$ cat src/rtl/morra_pkg.sv
// Shared types for the morra cinese match controller: move, result and FSM encodings.
`timescale 1ns/1ps
package morra_pkg;

    typedef enum logic [1:0] {
        MV_NONE    = 2'b00,
        MV_SASSO   = 2'b01,
        MV_CARTA   = 2'b10,
        MV_FORBICE = 2'b11
    } move_t;

    typedef enum logic [1:0] {
        RES_NONE = 2'b00,
        RES_P1   = 2'b01,
        RES_P2   = 2'b10,
        RES_TIE  = 2'b11
    } result_t;

    typedef enum logic [1:0] {
        ST_IDLE = 2'b00,
        ST_PLAY = 2'b01,
        ST_END  = 2'b10
    } state_t;

    // True when move a defeats move b (both assumed real moves).
    function automatic logic beats(input move_t a, input move_t b);
        return (a == MV_CARTA   && b == MV_SASSO)   ||
               (a == MV_SASSO   && b == MV_FORBICE) ||
               (a == MV_FORBICE && b == MV_CARTA);
    endfunction

endpackage

$ cat src/rtl/morra_judge.sv
// Combinational manche judge: scores two moves and voids a win that repeats
// the previous winner's move by the same player.
`timescale 1ns/1ps
module morra_judge
    import morra_pkg::*;
(
    input  move_t   i_p1,
    input  move_t   i_p2,
    input  result_t i_last_res,
    input  move_t   i_last_move,
    output result_t o_res
);

    result_t w_raw;
    move_t   w_win_move;

    always_comb begin
        w_raw = RES_NONE;
        if (i_p1 == MV_NONE && i_p2 == MV_NONE)
            w_raw = RES_NONE;
        else if (i_p1 == MV_NONE)
            w_raw = RES_P2;
        else if (i_p2 == MV_NONE)
            w_raw = RES_P1;
        else if (i_p1 == i_p2)
            w_raw = RES_TIE;
        else if (beats(i_p1, i_p2))
            w_raw = RES_P1;
        else
            w_raw = RES_P2;

        w_win_move = (w_raw == RES_P1) ? i_p1 : i_p2;

        o_res = w_raw;
        // A last-win of RES_NONE never matches a real win, so the rule is inert then.
        if ((w_raw == RES_P1 || w_raw == RES_P2) &&
            w_raw == i_last_res && w_win_move == i_last_move)
            o_res = RES_NONE;
    end

endmodule

$ cat src/rtl/morra_cinese_param.sv
// Morra cinese partita controller: one manche per clock in PLAY, early win on lead, draw/win at max.
// Optional feature macro MORRA_NO_REPEAT_EN: a winner may not win again with the same move.
`timescale 1ns/1ps
module morra_cinese_param
    import morra_pkg::*;
#(
    parameter int CNT_W      = 5,
    parameter int MIN_MANCHE = 4,
    parameter int LEAD_WIN   = 2
)(
    input  logic       clk,
    input  logic       rst_n,
    input  logic [1:0] PRIMO,
    input  logic [1:0] SECONDO,
    input  logic       INIZIA,
    output logic [1:0] MANCHE,
    output logic [1:0] PARTITA,
    output logic       IN_GIOCO
);

    localparam logic [CNT_W-1:0]      MIN_C    = CNT_W'(MIN_MANCHE);
    localparam logic [CNT_W:0]        LEAD_C   = (CNT_W+1)'(LEAD_WIN);
    localparam logic signed [CNT_W:0] LEAD_ONE = (CNT_W+1)'(1);

    state_t                r_state,   w_state_n;
    logic [CNT_W-1:0]      r_count,   w_count_n;
    logic [CNT_W-1:0]      r_max,     w_max_n;
    logic signed [CNT_W:0] r_lead,    w_lead_n;
    result_t               r_manche,  w_manche_n;
    result_t               r_partita, w_partita_n;
    result_t               w_res;
    result_t               w_last_res;
    move_t                 w_last_move;
    move_t                 w_p1, w_p2;

    function automatic logic [CNT_W:0] lead_mag(input logic signed [CNT_W:0] v);
        return v[CNT_W] ? $unsigned(-v) : $unsigned(v);
    endfunction

    function automatic result_t partita_of(input logic signed [CNT_W:0] v);
        if (v == '0)
            return RES_TIE;
        return v[CNT_W] ? RES_P2 : RES_P1;
    endfunction

    assign w_p1 = move_t'(PRIMO);
    assign w_p2 = move_t'(SECONDO);

`ifdef MORRA_NO_REPEAT_EN
    result_t r_last_res,  w_last_res_n;
    move_t   r_last_move, w_last_move_n;
    assign w_last_res  = r_last_res;
    assign w_last_move = r_last_move;
`else
    assign w_last_res  = RES_NONE;
    assign w_last_move = MV_NONE;
`endif

    morra_judge u_judge (
        .i_p1        (w_p1),
        .i_p2        (w_p2),
        .i_last_res  (w_last_res),
        .i_last_move (w_last_move),
        .o_res       (w_res)
    );

    always_comb begin
        w_state_n   = r_state;
        w_count_n   = r_count;
        w_max_n     = r_max;
        w_lead_n    = r_lead;
        w_manche_n  = RES_NONE;
        w_partita_n = RES_NONE;
`ifdef MORRA_NO_REPEAT_EN
        w_last_res_n  = r_last_res;
        w_last_move_n = r_last_move;
`endif
        // INIZIA wins over any manche sampled on the same edge.
        if (INIZIA) begin
            w_max_n   = CNT_W'({PRIMO, SECONDO}) + MIN_C;
            w_count_n = '0;
            w_lead_n  = '0;
            w_state_n = ST_PLAY;
`ifdef MORRA_NO_REPEAT_EN
            w_last_res_n  = RES_NONE;
            w_last_move_n = MV_NONE;
`endif
        end else if (r_state == ST_PLAY) begin
            w_manche_n = w_res;
            if (w_res != RES_NONE) begin
                w_count_n = r_count + CNT_W'(1);
                if (w_res == RES_P1)
                    w_lead_n = r_lead + LEAD_ONE;
                else if (w_res == RES_P2)
                    w_lead_n = r_lead - LEAD_ONE;
`ifdef MORRA_NO_REPEAT_EN
                if (w_res == RES_P1 || w_res == RES_P2) begin
                    w_last_res_n  = w_res;
                    w_last_move_n = (w_res == RES_P1) ? w_p1 : w_p2;
                end
`endif
                if ((w_count_n >= MIN_C && lead_mag(w_lead_n) >= LEAD_C) ||
                    w_count_n == r_max) begin
                    w_partita_n = partita_of(w_lead_n);
                    w_state_n   = ST_END;
                end
            end
        end
    end

    always_ff @(posedge clk or negedge rst_n) begin
        if (!rst_n) begin
            r_state   <= ST_IDLE;
            r_count   <= '0;
            r_max     <= '0;
            r_lead    <= '0;
            r_manche  <= RES_NONE;
            r_partita <= RES_NONE;
`ifdef MORRA_NO_REPEAT_EN
            r_last_res  <= RES_NONE;
            r_last_move <= MV_NONE;
`endif
        end else begin
            r_state   <= w_state_n;
            r_count   <= w_count_n;
            r_max     <= w_max_n;
            r_lead    <= w_lead_n;
            r_manche  <= w_manche_n;
            r_partita <= w_partita_n;
`ifdef MORRA_NO_REPEAT_EN
            r_last_res  <= w_last_res_n;
            r_last_move <= w_last_move_n;
`endif
        end
    end

    assign MANCHE   = r_manche;
    assign PARTITA  = r_partita;
    assign IN_GIOCO = (r_state == ST_PLAY);

endmodule

$ cat config.mk
export PLATFORM = sky130hd
export DESIGN_NAME = morra_cinese_param
export DESIGN_NICKNAME = d
export VERILOG_FILES = /design/src/rtl/morra_pkg.sv /design/src/rtl/morra_judge.sv /design/src/rtl/morra_cinese_param.sv
export SDC_FILE = /design/constraint.sdc
export NUM_CORES = 1
export LEC_CHECK = 0
export CORE_ASPECT_RATIO = 0.6
export CORE_MARGIN = 2
export CORE_UTILIZATION = 50
export CTS_CLUSTER_DIAMETER = 50
export DETAILED_ROUTE_END_ITERATION = 10
export GPL_TIMING_DRIVEN = 0
export PLACE_DENSITY = 0.73
export SLEW_MARGIN = 25
export SYNTH_ARGS = -nofsm -noshare
export SYNTH_HDL_FRONTEND = slang
export SYNTH_HIERARCHICAL = 1
export SYNTH_SLANG_ARGS = --single-unit
$ cat constraint.sdc
create_clock -name clk -period 4.8 [get_ports clk]
set_clock_uncertainty 0.2 [all_clocks]
set_input_delay 0.96 -clock clk [delete_from_list [all_inputs] [get_ports clk]]
set_output_delay 0.96 -clock clk [all_outputs]
set_load 0.02 [all_outputs]
==> impl_results.md <==
- PD cells: 482 nW/um2
- Synth Area in Compound Gates: 18.8%
- Simple-gate share of the synthesized area: 17.3%
- Die ar.: 3690 um2
- Max FO, Critical Path: 10
- Detailed Routing Iterations Pass 1: 4
- Starting Density: 54.1%
- Synth unique cells: 49
- Vias/cell: 5.55
- Static Leak: 0.782 nW
- CTS Sinks: 22
- Cell area after layout: 1840 um2
- First-pass GRT wire length: 5730 um
- Drt drc: 0
- Leading area contributor after synthesis: dfrtp_1
- Core Region: 2970 um2
- Worst Hold Path EP: r_max[4]$_DFFE_PN0P_
- Final Max Slew Viols: 0
- Post-CTS sizing: 0
- Most used DFF post-synth: dfrtp_1
- Xor/xnor share of the synthesized area: 13.0%
- CTS tree: built
- Measured slew at the worst slew-check pin: 0.856 ns
- Crit. End Element: flop
- Hold-fix buffers at CTS: 0
- Num rows: 15
- Routed Antenna Nets: 0
- # setup viols final: 0
- Gr ovfl total: 0
- Max Freq: 224 MHz
- Post-synthesis async set-or-reset flop share: 100%
- HP Class: reg -> reg
- Hold Fails Final Rpt: 0
- Seq/Total Area, Yosys: 34.3%
- Logic pwr share: 52.5%
- RSZ-0062 raised after global routing: no
- TritonCTS buffer count: 3
- Worst-Skew Late Latency: 0.26 ns
- Internal reg-to-reg setup slack: 1.96 ns
- Hold_sp: r_max[4]$_DFFE_PN0P_
- Layout area overhead: 14.7%
- Gate Count Post-Synth: 166
- Share of cells above drive strength 1: 11.2%
- Setup_tns: 0 ns
- Internal: 0.510 mW
- Outcome: finished clean
- Total net switching power: 0.377 mW
- CP Launch Type: primary input
- Part of the cycle the worst path needs: 93.2%
- Slew headroom: 42.3%
- Synth top area cells: dfrtp_1, xnor2_1, ha_1
- Antenna violations before repair: 0
- WP data arrival: 4.43 ns
- Deepest clock path buffer count: 2
- Htree depth: 1
- Routability cong.: 0.885
- FF+latch count, synth: 22
- Max-cap viol count: 0
- Post-synthesis adder-cell area fraction: 6.24%
- Post-CTS Setup Bufs: 0
- Setup Crit Path Kind: in -> reg
- Reg2Reg Capture Point: r_state[0]$_DFFE_PN0P_
- Dpl hpwl: 2640 um
- Layout filler cell count: 261
- Clock transition at path regs: 0.08 ns
- Worst r2r path cells: 11
- Max IR drop VDD: 221 uV
- Synth warn: 6
- Pin count of the biggest net entering global routing: 23
- Hold path depth: 1
- Die width: 77.1 um
- Synth Cell Area: 1600 um2
- Top-area cell type share of the netlist area: 34.3%
- Post-layout total power: 0.887 mW
- Required time worst endpoint: 4.76 ns
- Io pins: 12
- Sw Share: 42.5%
- Mux contribution to synthesized area: 6.01%
- Root Buffer: clkbuf_8
- Vias in the first global route: 1230
- Gr usage total: 20.2%
- Clock network power share: 15.0%
- Part of the power in registers: 32.5%
- Mean Syn Cell Area: 9.66 um2
- First DRT Iteration DRCs: 93
- Largest family of logic cells by synthesized area: compound AO/OA/AOI/OAI gates
- RR Startpoint: r_lead[0]$_DFFE_PN0P_
- Wire per inst: 15.0 um
- DR vias: 1271
- Minimum clock period: 4.47 ns
- Nets: 203
- Die Y-Extent: 47.9 um
- Dpl cell area: 1790 um2
- WL final: 3440 um
- IO buf count: 11
- Antenna diodes: 0
- Number of synthesized flops with an enable pin: 0
## cell usage after synthesis, drive strengths merged (3+ instances only)
cell and count:
dfrtp 22, nand2 13, xnor2 13, o21ai 11
xor2 10, inv 9, ha 8, nor2 7
mux2 5, clkbuf 4, mux2i 4, nand2b 4
nand3 4, nand3b 4, nor2b 4, nor3 4
a21oi 3, a41oi 3, buf 3, o21a 3
## sequential cells by signal, indices dropped and copies added, names as in the netlist
name,flops
r_lead,6
r_count,5
r_max,5
MANCHE,2
PARTITA,2
r_state,2
## cells by family after synthesis
| family | after synthesis |
|---|---|
| compound gates | 36 |
| xor+xnor | 23 |
| fa+ha+maj | 8 |
| buf+inv | 16 |
| flops | 22 |
| mux | 9 |
| other cells | 1 |
| simple gates | 51 |
## layer usage
metal / wire (um) / track usage (%) / vias to the layer above / share of wire, %
met5: 0 / 0 / - / 0
met4: 19 / 3.93 / 0 / 0.55
met3: 197 / 4.91 / 2 / 5.7
met2: 1590 / 36.7 / 45 / 46
met1: 1630 / 25.8 / 597 / 47
li1: - / - / 627 / -
## stage by stage
stage	cells	util (%)	hold slack, ns	worst slack [ns]
finish	229	62.0	0.334	0.328
floorplan	172	-	0.283	1.26
global route	229	62.0	0.352	0.0736
CTS	229	62.2	0.334	0.375
global placement	225	60.3	0.298	0.227
detailed placement	225	60.3	0.315	0.0974
## cells in the final DEF (no fill, tap or decap), types with 2 or more instances in the layout
master,netlist,layout
conb_1,1,7
ha_1,8,8
and2_1,2,2
nand2b_1,4,4
nor2_1,7,7
o21a_1,3,3
xor2_1,10,10
a41oi_1,3,3
dfrtp_1,22,22
inv_1,9,9
xnor2_1,12,12
nor3_1,4,4
mux2_2,5,5
clkbuf_1,4,4
nand2_1,13,13
clkbuf_8,0,4
buf_2,1,2
mux2i_1,4,4
o21ai_0,11,11
nand3b_1,4,4
nand3_1,4,4
clkdlybuf4s50_1,0,10
nor2b_1,4,4
a21oi_1,3,3
a22o_1,2,2
## worst max-delay path by stage
stage,end,from,cells past startpoint,slack (ns)
after floorplan,r_state[0]$_DFFE_PN0P_,PRIMO[0],10,1.26
after global placement,r_state[0]$_DFFE_PN0P_,PRIMO[0],14,0.23
after detailed placement,r_state[0]$_DFFE_PN0P_,PRIMO[0],13,0.1
after CTS,r_state[0]$_DFFE_PN0P_,PRIMO[0],13,0.37
after global routing,r_state[0]$_DFFE_PN0P_,PRIMO[0],14,0.07
final,r_state[0]$_DFFE_PN0P_,PRIMO[0],13,0.33
## power by group through the flow
stage | Combinational [mW] | Clock (mW) | Sequential (mW)
finish | 0.465 | 0.133 | 0.288
global route | 0.513 | 0.142 | 0.296
CTS | 0.465 | 0.136 | 0.287
detailed placement | 0.462 | 0 | 0.292
global placement | 0.444 | 0 | 0.287
floorplan | 0.334 | 0 | 0.287
## critical path, stage by stage
cell	delay (ns)
clkdlybuf4s50_1	0.63
xnor2_1	0.16
o221ai_4	0.22
inv_1	0.06
a41oi_1	0.58
clkbuf_1	0.42
xor2_1	0.15
xnor2_1	0.30
ha_1	0.25
nor2_1	0.05
a221oi_1	0.29
a41oi_1	0.15
o211a_1	0.19
## layout make-up
class | instances | area, um2 | area share (%)
repair buffers | 11 | 105 | 5.71
well taps | 42 | 52.6 | 2.86
inverters | 9 | 33.8 | 1.84
multi-input cells | 134 | 1010 | 55.0
flip-flops and latches | 22 | 551 | 29.9
plain buffers | 7 | 31.3 | 1.70
clock buffers | 4 | 55.1 | 2.99
No activity file was read; power rests on OpenSTA's default activity.
